==> src/rtl/mips_pkg.sv <==
// Shared MIPS constants and fetch-stage types for the instruction fetch unit.
// Opcodes and functs are decoded by the control unit. The fetch stage only needs the state type and the reset address.
package mips_pkg;

  localparam logic [5:0] OP_RTYPE = 6'h00;
  localparam logic [5:0] OP_J     = 6'h02;
  localparam logic [5:0] OP_JAL   = 6'h03;
  localparam logic [5:0] OP_BEQ   = 6'h04;
  localparam logic [5:0] OP_ADDI  = 6'h08;
  localparam logic [5:0] OP_ANDI  = 6'h0C;
  localparam logic [5:0] OP_LW    = 6'h23;
  localparam logic [5:0] OP_SW    = 6'h2B;

  localparam logic [5:0] FUNCT_JR  = 6'h08;
  localparam logic [5:0] FUNCT_ADD = 6'h20;
  localparam logic [5:0] FUNCT_AND = 6'h24;
  localparam logic [5:0] FUNCT_NOR = 6'h27;
  localparam logic [5:0] FUNCT_SLT = 6'h2A;

  localparam logic [31:0] DEFAULT_RESET_PC = 32'h0000_0000;

  typedef enum logic [1:0] {
    IDLE = 2'd0,
    REQ  = 2'd1,
    EXEC = 2'd2,
    HALT = 2'd3
  } fetchState_t;

endpackage

==> src/rtl/instr_fetch_unit_if.sv <==
// Instruction-memory req/ack bus. The fetch unit is the master.
interface instr_fetch_unit_if #(
  parameter int ADDR_W = 32,
  parameter int DATA_W = 32
);
  logic              imem_req;
  logic [ADDR_W-1:0] imem_addr;
  logic              imem_ack;
  logic [DATA_W-1:0] imem_rdata;

  modport master (output imem_req, output imem_addr, input imem_ack, input imem_rdata);
  modport slave  (input imem_req, input imem_addr, output imem_ack, output imem_rdata);
endinterface

==> src/rtl/instr_fetch_unit_next_pc_calc.sv <==
// Combinational next-PC selection for the fetch unit.
// The selection priority is Jr, then Jump, then a taken branch, then the sequential PC.
module next_pc_calc #(
  parameter int ADDR_W = 32
) (
  input  logic [ADDR_W-1:0] pc,
  input  logic [25:0]       instrIndex,
  input  logic              Branch,
  input  logic              Zero,
  input  logic              Jump,
  input  logic              Jr,
  input  logic [ADDR_W-1:0] jrTarget,
  output logic [ADDR_W-1:0] pcPlus4,
  output logic [ADDR_W-1:0] nextPc,
  output logic              misaligned
);

  logic [ADDR_W-1:0] jumpTarget;
  logic [ADDR_W-1:0] branchTarget;

  // All adds wrap modulo 2^ADDR_W, so pc=FFFF_FFFC rolls over to 0.
  assign pcPlus4      = pc + ADDR_W'(4);
  assign jumpTarget   = {pcPlus4[ADDR_W-1:28], instrIndex, 2'b00};
  assign branchTarget = pcPlus4 + {{(ADDR_W-18){instrIndex[15]}}, instrIndex[15:0], 2'b00};

  always_comb begin
    nextPc = pcPlus4;
    if (Jr)                nextPc = jrTarget;
    else if (Jump)         nextPc = jumpTarget;
    else if (Branch && Zero) nextPc = branchTarget;
  end

  assign misaligned = (nextPc[1:0] != 2'b00);

endmodule

==> src/rtl/instr_fetch_unit.sv <==
// Fetch stage. It owns the PC, fetches over the imem req/ack bus and holds the current instruction for the control unit.
// HALT is entered on a misaligned redirect and is left only by reset.
module instr_fetch_unit
  import mips_pkg::*;
#(
  parameter int                ADDR_W   = 32,
  parameter int                DATA_W   = 32,
  parameter logic [ADDR_W-1:0] RESET_PC = ADDR_W'(DEFAULT_RESET_PC)
) (
  input  logic                clk,
  input  logic                rst,
  instr_fetch_unit_if.master  imem,
  input  logic                stall,
  input  logic                Branch,
  input  logic                Zero,
  input  logic                Jump,
  input  logic                Jr,
  input  logic [ADDR_W-1:0]   jr_target,
  output logic [DATA_W-1:0]   instr,
  output logic [5:0]          OpCode,
  output logic [5:0]          Funct,
  output logic                instr_valid,
  output logic [ADDR_W-1:0]   pc,
  output logic [ADDR_W-1:0]   pc_plus4,
  output logic                fault
);

  fetchState_t       stateQ, stateNext;
  logic [ADDR_W-1:0] pcNext;
  logic [DATA_W-1:0] instrNext;
  logic [ADDR_W-1:0] nextPc;
  logic              misaligned;

  next_pc_calc #(.ADDR_W(ADDR_W)) uNextPc (
    .pc         (pc),
    .instrIndex (instr[25:0]),
    .Branch     (Branch),
    .Zero       (Zero),
    .Jump       (Jump),
    .Jr         (Jr),
    .jrTarget   (jr_target),
    .pcPlus4    (pc_plus4),
    .nextPc     (nextPc),
    .misaligned (misaligned)
  );

  always_ff @(posedge clk) begin
    if (rst) begin
      stateQ <= IDLE;
      pc     <= RESET_PC;
      instr  <= '0;
    end else begin
      stateQ <= stateNext;
      pc     <= pcNext;
      instr  <= instrNext;
    end
  end

  // Acks are only honoured in REQ. Redirects are only honoured when EXEC retires.
  always_comb begin
    stateNext = stateQ;
    pcNext    = pc;
    instrNext = instr;
    case (stateQ)
      IDLE: stateNext = REQ;
      REQ: begin
        if (imem.imem_ack) begin
          instrNext = imem.imem_rdata;
          stateNext = EXEC;
        end
      end
      EXEC: begin
        if (!stall) begin
          if (misaligned) begin
            stateNext = HALT;
          end else begin
            pcNext    = nextPc;
            stateNext = REQ;
          end
        end
      end
      HALT:    stateNext = HALT;
      default: stateNext = IDLE;
    endcase
  end

  assign imem.imem_req  = (stateQ == REQ);
  assign imem.imem_addr = pc;
  assign instr_valid    = (stateQ == EXEC);
  assign fault          = (stateQ == HALT);
  assign OpCode         = instr[31:26];
  assign Funct          = instr[5:0];

endmodule
==> src/flat_wrapper.sv <==
// flat-port wrapper written by rule: the top's interface ports become plain ports
module instr_fetch_unit_flat import mips_pkg::*;
#(
  parameter int                ADDR_W   = 32,
  parameter int                DATA_W   = 32,
  parameter logic [ADDR_W-1:0] RESET_PC = ADDR_W'(DEFAULT_RESET_PC)
)
  (clk, rst, stall, Branch, Zero, Jump, Jr, jr_target, instr, OpCode, Funct, instr_valid, pc, pc_plus4, fault, imem_imem_req, imem_imem_addr, imem_imem_ack, imem_imem_rdata);
  instr_fetch_unit_if #(.ADDR_W(ADDR_W), .DATA_W(DATA_W)) imem_i ();
  input  logic clk;
  input  logic rst;
  input  logic stall;
  input  logic Branch;
  input  logic Zero;
  input  logic Jump;
  input  logic Jr;
  input  logic [ADDR_W-1:0] jr_target;
  output logic [DATA_W-1:0] instr;
  output logic [5:0] OpCode;
  output logic [5:0] Funct;
  output logic instr_valid;
  output logic [ADDR_W-1:0] pc;
  output logic [ADDR_W-1:0] pc_plus4;
  output logic fault;
  output wire logic [$bits(imem_i.imem_req)-1:0] imem_imem_req;
  output wire logic [$bits(imem_i.imem_addr)-1:0] imem_imem_addr;
  input wire logic [$bits(imem_i.imem_ack)-1:0] imem_imem_ack;
  input wire logic [$bits(imem_i.imem_rdata)-1:0] imem_imem_rdata;
  assign imem_imem_req = imem_i.imem_req;
  assign imem_imem_addr = imem_i.imem_addr;
  assign imem_i.imem_ack = imem_imem_ack;
  assign imem_i.imem_rdata = imem_imem_rdata;
  instr_fetch_unit #(.ADDR_W(ADDR_W), .DATA_W(DATA_W), .RESET_PC(RESET_PC)) u_core (.clk(clk), .rst(rst), .imem(imem_i), .stall(stall), .Branch(Branch), .Zero(Zero), .Jump(Jump), .Jr(Jr), .jr_target(jr_target), .instr(instr), .OpCode(OpCode), .Funct(Funct), .instr_valid(instr_valid), .pc(pc), .pc_plus4(pc_plus4), .fault(fault));
endmodule
==> config.mk <==
export PLATFORM = sky130hd
export DESIGN_NAME = instr_fetch_unit_flat
export DESIGN_NICKNAME = d
export VERILOG_FILES = /design/src/rtl/mips_pkg.sv /design/src/rtl/instr_fetch_unit_if.sv /design/src/rtl/instr_fetch_unit_next_pc_calc.sv /design/src/rtl/instr_fetch_unit.sv /design/src/flat_wrapper.sv
export SDC_FILE = /design/constraint.sdc
export NUM_CORES = 1
export LEC_CHECK = 0
export CORE_MARGIN = 2
export CORE_UTILIZATION = 46
export CTS_BUF_LIST = sky130_fd_sc_hd__clkbuf_8
export CTS_CLUSTER_DIAMETER = 40
export DETAILED_ROUTE_END_ITERATION = 10
export GPL_TIMING_DRIVEN = 0
export PLACE_DENSITY = 0.85
export SLEW_MARGIN = 30
export SYNTH_ARGS = -nofsm -noshare
export SYNTH_HDL_FRONTEND = slang
export SYNTH_SLANG_ARGS = --single-unit
==> constraint.sdc <==
create_clock -name clk -period 5.3 [get_ports clk]
set_input_delay 1.06 -clock clk [delete_from_list [all_inputs] [get_ports clk]]
set_output_delay 1.06 -clock clk [all_outputs]
set_load 0.005 [all_outputs]
==> results of run 1 <==
[state kept, by name, indices dropped and copies added (netlist names)]
signal and count:
u_core.instr 32, u_core.imem.imem_addr 32, u_core.stateQ 2
[stage by stage]
stage | cells | utilization | power [µW] | instance area, µm²
after floorplan | 755 | - | 689 | 5500
final | 1127 | 0.693 | 1330 | 8020
after global placement | 1111 | 0.675 | 862 | 7810
after CTS | 1127 | 0.693 | 1320 | 8020
after detailed placement | 1111 | 0.676 | 866 | 7810
after global routing | 1127 | 0.693 | 1380 | 8020
[metal layers]
layer / part of all wire / GRT usage
met5: 0 / 0
met2: 0.45 / 0.512
met3: 0.10 / 0.0739
met1: 0.41 / 0.436
met4: 0.035 / 0.131
[worst max-delay path: cells and delay by family, from the launching register on]
family	cells	cell delay, ps
AOI/OAI and AO/OA	8	2290
xor gates and xnor gates	1	380
adders and majority gates	2	620
DFF	1	500
and+or+nand+nor	5	1130
[cells in the final DEF, fill, tap and decap left out, drive strengths merged, types with 18 or more instances in the layout]
| cell | synthesis | routed |
|---|---|---|
| buf | 49 | 49 |
| nand2 | 122 | 122 |
| o21ai | 30 | 30 |
| nand3 | 26 | 26 |
| xnor2 | 29 | 29 |
| nor2 | 52 | 52 |
| a211oi | 18 | 18 |
| clkdlybuf4s50 | 0 | 213 |
| dfxtp | 66 | 66 |
| clkbuf | 41 | 50 |
| ha | 36 | 36 |
| a21oi | 78 | 78 |
| o211ai | 23 | 23 |
| inv | 17 | 21 |
[power by group through the flow]
stage,clock network (µW),registers [µW],logic (µW)
final,470,545,318
after global routing,490,548,340
after CTS,466,544,312
after detailed placement,0,555,310
after global placement,0,554,307
after floorplan,0,547,143
[kinds of logic after synthesis]
family | Yosys count
buffers and inverters | 107
AND/OR/NAND/NOR | 278
multiplexers | 3
AO/OA/AOI/OAI | 218
adder cells (fa/ha/maj) | 37
XOR/XNOR | 46
flip-flops | 66
[worst min path at each step]
stage / slack [ps] / end / from / cells past startpoint
floorplan: 460 / u_core.instr[16] / u_core.instr[16] / 2
global placement: 460 / u_core.instr[31] / u_core.instr[31] / 2
detailed placement: 470 / u_core.instr[20] / u_core.instr[20] / 2
CTS: 480 / u_core.instr[20] / u_core.instr[20] / 2
global route: 500 / u_core.instr[20] / u_core.instr[20] / 2
finish: 480 / u_core.instr[20] / u_core.instr[20] / 2
[layout make-up]
| type | instances | area, µm² | area share |
|---|---|---|---|
| Inverter | 17 | 63.8 | 0.00796 |
| Timing Repair Buffer | 213 | 2130 | 0.266 |
| Tap cell | 143 | 179 | 0.0223 |
| Buffer | 90 | 510 | 0.0637 |
| Clock buffer | 9 | 124 | 0.0154 |
| Multi-Input combinational cell | 582 | 3600 | 0.450 |
| Sequential cell | 66 | 1320 | 0.165 |
| Clock inverter | 7 | 82.6 | 0.0103 |
==> reports/summary.txt, run 1 <==
status = finished clean
die height = 113 µm
fin nets = 1088
vias in the first global route = 6181
clock group share of total power = 0.353
Worst slew margin = 0.345
DRC Markers = 0
P_int = 905 µW
Buffers on Ports = 213
initial antenna violation count = 0
Cell Area, Synth = 5500 µm²
clock tree buffer depth = 2
critical path peak fanout = 7
r2r endpoint = u_core.imem.imem_addr[23]
CTS Hold Bufs = 0
GRT overflow = 0
startpoint types = flop
CTS resizes = 0
Worst-Margin Slew = 980 ps
antenna cells = 0
setup TNS = 0 ps
Tmin final = 5000 ps
Synth Area in XOR/XNOR = 0.0732
top cells by area, synth = dfxtp_1 24%, nand2_1 8.3%, ha_1 8.2%, a21oi_1 7.1%, buf_4 6.3%
crit path to = u_core.imem.imem_addr[23]
Sink Count = 66
most frequent cell after synthesis = nand2_1
WHS = 480 ps
pre-CTS WS = 614 ps
FFs w/ async S/R, synth = 0
Routed Antenna Nets = 0
R2R Setup Slk = 300 ps
dpl hpwl = 16700 µm
Synth Area in Compound Gates = 0.258
leakage = 0.00324 µW
synthesized area per cell = 7.29 µm²
Filler Cells Inserted = 974
Clock Latency Late Sink = 360 ps
crit path from = u_core.imem.imem_addr[2]
slowest CP cell = o311ai_0
worst min-delay path category = flop to flop
#FFs+latches synth = 66
final worst slack = 300 ps
starting density of the core = 0.476
largest net degree at the start of global routing = 27
adder-cell share of the synthesized area = 0.0855
Iteration-0 DRC Markers = 702
arrival time at the worst endpoint = 5270 ps
Worst Path Required = 5570 ps
first-pass GRT wire length = 33000 µm
share of cells above drive strength 1 = 0.0722
switching power total = 428 µW
Final setup viols = 0
Root Buffer Master = clkbuf_8
DIE AREA = 12800 µm²
Seq/Total Area, Yosys = 0.240
Final Hold Viols = 0
Total GRT Usage = 0.326
top-area cell type share of the netlist area = 0.240
area of the core = 11600 µm²
max-cap violations = 0
post-synthesis mux area share = 0.00546
f_max = 0.200 GHz
r2r startpoint = u_core.imem.imem_addr[2]
num rows = 39
largest family of logic cells by synthesized area = compound AO/OA/AOI/OAI gates
die width = 113 µm
CTS clk-pin slew, worst paths = 90 ps
yosys warns = 0
worst setup path class = flop to flop
Area Growth Syn to Fin = 45.8%
Simple-Gate Fraction of Synth Area = 0.233
routability congestion estimate = 0.958
TritonRoute pass-1 iters = 5
H-tree Lvls = 3
synthesized netlist cell count = 755
critical-path cell list = ha_1, and4_1, and2_1, nand2_1, xnor2_1, ha_1, and4_1, a221oi_1, and2_1, a21oi_1, o21ai_0, a21boi_0, o21a_1, o311ai_0, o21ai_0, a211oi_1
vias after detailed routing = 6658
top-level port count = 215
ratio of final minimum period to clock period = 0.943
R2R depth = 16
number of synthesized flops with an enable pin = 0
Worst setup EP type = flop
Worst path max stage delay = 640 ps
PD cells = 166 nW/µm²
Distinct cells, synth = 55
drt total wl = 21800 µm
Seq pwr share = 0.409
Top FF cell, synth = dfxtp_1
RSZ-0062 raised after global routing = no
Yosys top cell by area = dfxtp_1
Post-Syn Nets = 864
Combinational Power Share = 0.239
CTS tree = yes
setup bufs post-CTS = 0
VDD IR-drop max = 178 µV
vias per cell = 5.91
switch share = 0.321
Slew Viols, Final = 0
wire per inst = 19.3 µm
TritonCTS Buffers = 9
Post-synth top cells = 122 x nand2_1, 78 x a21oi_1, 66 x dfxtp_1
clk_skew = 12.3 ps
Note: power is estimated with default switching activity, not from simulation.
==> inputs of run 2 (changes only) <==
Settings changed: CORE_UTILIZATION 46 to 36, PLACE_DENSITY 0.85 to 0.69, SETUP_SLACK_MARGIN set to 0.02.
==> reports/summary.txt, run 2 (same netlist as run 1, synthesis figures left out) <==
status = finished clean
Combinational Power Share = 0.255 (+0.016)
TritonRoute pass-1 iters = 5 (unchanged)
Iteration-0 DRC Markers = 757 (+7.8%)
die height = 128 µm (+13%)
drt total wl = 22400 µm (+2.9%)
Multi-input gate area = 3600 µm² (unchanged)
Area Growth Syn to Fin = 46.0%
critical path peak fanout = 7 (unchanged)
Routed Antenna Nets = 0 (unchanged)
antenna cells = 0 (unchanged)
setup bufs post-CTS = 0 (unchanged)
Power Total = 1240 µW (-6.6%)
Worst slew margin = 0.330 (-0.0150)
Seq. cell area = 1320 µm² (unchanged)
Slew Viols, Final = 0 (unchanged)
DRC Markers = 0 (unchanged)
P_int = 842 µW (-6.9%)
ratio of final minimum period to clock period = 0.919 (-0.0246)
R2R depth = 16 (unchanged)
worst min-delay path category = flop to flop
final worst slack = 430 ps (+130 ps)
first-pass GRT wire length = 33700 µm (+2.1%)
vias after detailed routing = 6548 (-1.7%)
worst setup path class = flop to flop
Worst Path Required = 5570 ps (about the same)
Total GRT Usage = 0.265 (-0.0613)
CTS clk-pin slew, worst paths = 80 ps (about the same)
critical-path cell list = ha_1, and4_1, and2_1, nand2_1, xnor2_1, ha_1, and4_1, a221oi_1, and2_1, a21oi_1, o21ai_1, a21boi_0, o21a_1, o311ai_0, o21ai_0, a211oi_1
leakage = 0.00321 µW (-0.76%)
f_max = 0.205 GHz (+2.7%)
vias in the first global route = 5946 (-3.8%)
top-level port count = 215 (unchanged)
routability congestion estimate = 0.922 (-3.8%)
Worst-Margin Slew = 1000 ps (+22.5 ps)
Sink Count = 66 (unchanged)
switch share = 0.323 (+0.00189)
TritonCTS Buffers = 9 (unchanged)
startpoint types = flop
Worst setup EP type = flop
VDD IR-drop max = 130 µV (-27%)
Clock Latency Late Sink = 360 ps (about the same)
num rows = 45 (+15%)
H-tree Lvls = 3 (unchanged)
CTS tree = yes
clock tree buffer depth = 2 (unchanged)
Worst path max stage delay = 590 ps (-50 ps)
setup TNS = 0 ps (unchanged)
Tmin final = 4870 ps (-130 ps)
dpl hpwl = 17200 µm (+3.2%)
DIE AREA = 16300 µm² (+27%)
starting density of the core = 0.365 (-0.111)
Hold Crit Depth = 2 (unchanged)
share of cells above drive strength 1 = 0.0712 (-0.000944)
clk_skew = 12.9 ps (+0.654 ps)
arrival time at the worst endpoint = 5140 ps (-130 ps)
commonest non-fill, non-tap cell in the layout = clkdlybuf4s50_1
wire per inst = 19.2 µm (-0.95%)
PD cells = 155 nW/µm² (-6.7%)
clock group share of total power = 0.307 (-0.046)
RSZ-0062 raised after global routing = no
Final Hold Viols = 0 (unchanged)
R2R Setup Slk = 430 ps (+130 ps)
Seq pwr share = 0.438 (+0.029)
fin nets = 1088 (unchanged)
die width = 128 µm (+13%)
GRT overflow = 0 (unchanged)
switching power total = 402 µW (-6.1%)
Final setup viols = 0 (unchanged)
pre-CTS WS = 481 ps (-133 ps)
commonest cells after routing, fill and taps aside = 213 x clkdlybuf4s50_1, 122 x nand2_1, 78 x a21oi_1, 65 x dfxtp_1, 52 x nor2_1
Filler Cells Inserted = 1506 (+55%)
Buffers on Ports = 213 (unchanged)
largest net degree at the start of global routing = 27 (unchanged)
Root Buffer Master = clkbuf_8
initial antenna violation count = 0 (unchanged)
vias per cell = 5.59 (-5.3%)
slowest CP cell = o311ai_0
area of the core = 15100 µm² (+30%)
max-cap violations = 0 (unchanged)
==> run 2: cell types whose count changed in the layout (fill, tap and decap cells not counted), sizes merged <==
cell,delta
inv,-4
clkinv,+2
clkinvlp,+2
bufinv,-1
==> run 2: layer usage <==
layer | vias up | GRT usage | wire length, µm
met4 | 0 | 0.0653 | 377
met2 | 353 | 0.437 | 10400
met3 | 33 | 0.0465 | 1970
met1 | 3045 | 0.360 | 9700
li1 | 3117 | - | -
met5 | - | 0 | 0
==> run 2: critical path: cells and delay by family (launching register included) <==
kind | cells | cell delay (ps)
AO/OA/AOI/OAI | 8 | 2160
XOR/XNOR | 1 | 360
adder cells (fa/ha/maj) | 2 | 640
flip-flops | 1 | 510
AND/OR/NAND/NOR | 5 | 1130
==> run 2: path summary, 6_finish.rpt <==
path,from,to
setup reg to reg,u_core.imem.imem_addr[2],u_core.imem.imem_addr[23]
setup / recovery,u_core.imem.imem_addr[2],u_core.imem.imem_addr[23]
hold / removal,u_core.instr[28],u_core.instr[28]
hold reg to reg,u_core.instr[28],u_core.instr[28]
==> run 2: power by group through the flow <==
stage / Combinational [µW] / Sequential, µW / Clock [µW]
after floorplan: 143 / 547 / 0
final: 318 / 545 / 382
after detailed placement: 312 / 556 / 0
after global routing: 341 / 548 / 404
after CTS: 314 / 544 / 382
after global placement: 312 / 555 / 0
==> run 2: timing repair <==
| item | CTS | global route |
|---|---|---|
| hold buffers | 0 | 0 |
| gates resized for setup | 0 | 1 |
| endpoints found under the setup margin | 0 | 1 |
| endpoints found under the hold margin | 0 | 0 |
==> run 2: metrics by stage <==
stage / std cells / area [µm²] / util / hold slack [ps]
6_report: 1171 / 8030 / 0.532 / 480
3_5_place_dp: 1156 / 7870 / 0.521 / 464
3_3_place_gp: 1156 / 7870 / 0.521 / 460
5_1_grt: 1171 / 8030 / 0.532 / 504
2_1_floorplan: 755 / 5500 / - / 463
4_1_cts: 1171 / 8030 / 0.532 / 476
==> run 2: layout make-up <==
cell class	count	area share
buffer	90	0.0636
clock buffer	9	0.0154
clock inverter	6	0.00436
inverter	17	0.00795
multi-input combinational	582	0.449
sequential	66	0.165
tap	188	0.0293
timing repair buffer	213	0.266
==> patch: new RTL, flow settings as in run 1 <==
Take the reset off `instr` and load it in a clocked block of its own.
--- a/src/rtl/instr_fetch_unit.sv
+++ b/src/rtl/instr_fetch_unit.sv
@@ -48,12 +48,14 @@
     if (rst) begin
       stateQ <= IDLE;
       pc     <= RESET_PC;
-      instr  <= '0;
     end else begin
       stateQ <= stateNext;
       pc     <= pcNext;
-      instr  <= instrNext;
     end
+  end
+
+  always_ff @(posedge clk) begin
+    instr <= instrNext;
   end
 
   // Acks are only honoured in REQ. Redirects are only honoured when EXEC retires.
Behaviour: differs if rst is asserted again (counterexample within 4 cycles, from zero or initial values and one cycle with rst high); with rst held inactive, the same outputs for 4 cycles.
==> patch against run 1 <==
Cell area rose by 2.6%; sequential power rose by 6.8%; critical path depth did not move; routed wire length fell by 1.3%; power rose by 6.2%; clock skew rose by 0.0048 ns; clock power rose by 4.7%; hold slack improved by 0.041 ns; synthesized area rose by 2.8%; worst setup slack improved by 0.38 ns; via count fell by 6.5%; global-route usage fell by 0.50 points; die area rose by 2.7%; sequential cell count did not move; largest power group unchanged.
==> patch: results (changes against run 1) <==
* Pleak at 3.165 nW (-2.2%)
* First-pass GRT wire length at 32.64 mm (-1.0%)
* Vias in the first global route at 6087 (-1.5%)
* P_sw at 407.1 uW (-4.9%)
* Cell Area, Placed at 7998 sq um (+2.4%)
* Wire length per cell at 20.35 um (+5.2%)
* Dpl hpwl at 16.72 mm (+0.25%)
* Hold Path End: u_core.imem.imem_addr[29]
* Post-synthesis mux area share at 0% (-0.55 points)
* Status: complete, no violations
* CP Max Fanout at 8 (+1)
* Post-layout nets at 1014 (-6.8%)
* Layout cells sized above 1 at 10.11% (+2.9 points)
* Worst path slowest cell: nor3_2
* Setup crit start: u_core.imem.imem_addr[3]
* Synthesized net count at 790 (-8.6%)
* Register-to-Register Setup Slack at 0.68 ns (+0.38 ns)
* Comb pwr share at 24.1% (+0.2 points)
* Clk_lat worst skew at 0.36 ns (about the same)
* Final Power at 1.415 mW (+6.2%)
* Compound-Gate Fraction of Synth Area at 25.15% (-0.65 points)
* Final Non-Filler Cells at 1057 (-6.2%)
* RR Endpoint: u_core.imem.imem_addr[27]
* Yosys cell types at 69 (+25%)
* Worst hold start: u_core.imem.imem_addr[29]
* Post-synth EDFFs at 32 (+32)
* Layout filler cell count at 991 (+1.7%)
* Via/cell ratio at 5.888 (-0.33%)
* Top delay family on crit path: simple AND/OR/NAND/NOR gates
* VDD IR max at 0.1936 mV (+8.5%)
* Worst clock skew at 0.01704 ns (+0.004783 ns)
* Initial DRC count at 599 (-15%)
* Max incr delay on CP at 0.56 ns (-0.08 ns)
* WHS at 0.5210 ns (+0.04058 ns)
* GR Util All Layers at 32.15% (-0.50 points)
* Largest net degree at the start of global routing at 25 (-7.4%)
* Port Buffers at 212 (-0.47%)
* Rel. slew slack at 42.05% (+7.5 points)
* Seq/Total Area, Yosys at 29.02% (+5.0 points)
* Pre-CTS setup slack at 0.8415 ns (+0.2275 ns)
* Clock power share at 34.8% (-0.5 points)
* Commonest cells post-synth: nand2_1, nor2_1, buf_4
* Adder-cell share of the synthesized area at 8.317% (-0.24 points)
==> patch: kinds of logic (layout without fill, tap and decap cells) <==
family / count (synthesis) / after routing
XOR/XNOR: 50 / 50
adder cells (fa/ha/maj): 37 / 37
AND/OR/NAND/NOR: 238 / 238
AO/OA/AOI/OAI: 195 / 195
flip-flops: 66 / 66
buffers and inverters: 95 / 324
==> patch: per-layer routing <==
metal  vias up  track usage (%)  share of wire, %
met2       372            53.37                47
met1      2883            41.26                40
li1       2906                -                 -
met4         0            14.14               4.0
met3        63            5.324               9.0
met5         -                0                 0
==> patch: final cells by class <==
| type | instances | area (sq um) | share of cell area [%] |
|---|---|---|---|
| clock buffers | 10 | 137.6 | 1.673 |
| clock inverters | 6 | 90.09 | 1.095 |
| plain buffers | 78 | 471.7 | 5.735 |
| flip-flops and latches | 66 | 1642 | 19.96 |
| repair buffers | 213 | 2150 | 26.13 |
| inverters | 17 | 63.81 | 0.7758 |
| well taps | 147 | 183.9 | 2.236 |
| multi-input cells | 520 | 3487 | 42.39 |
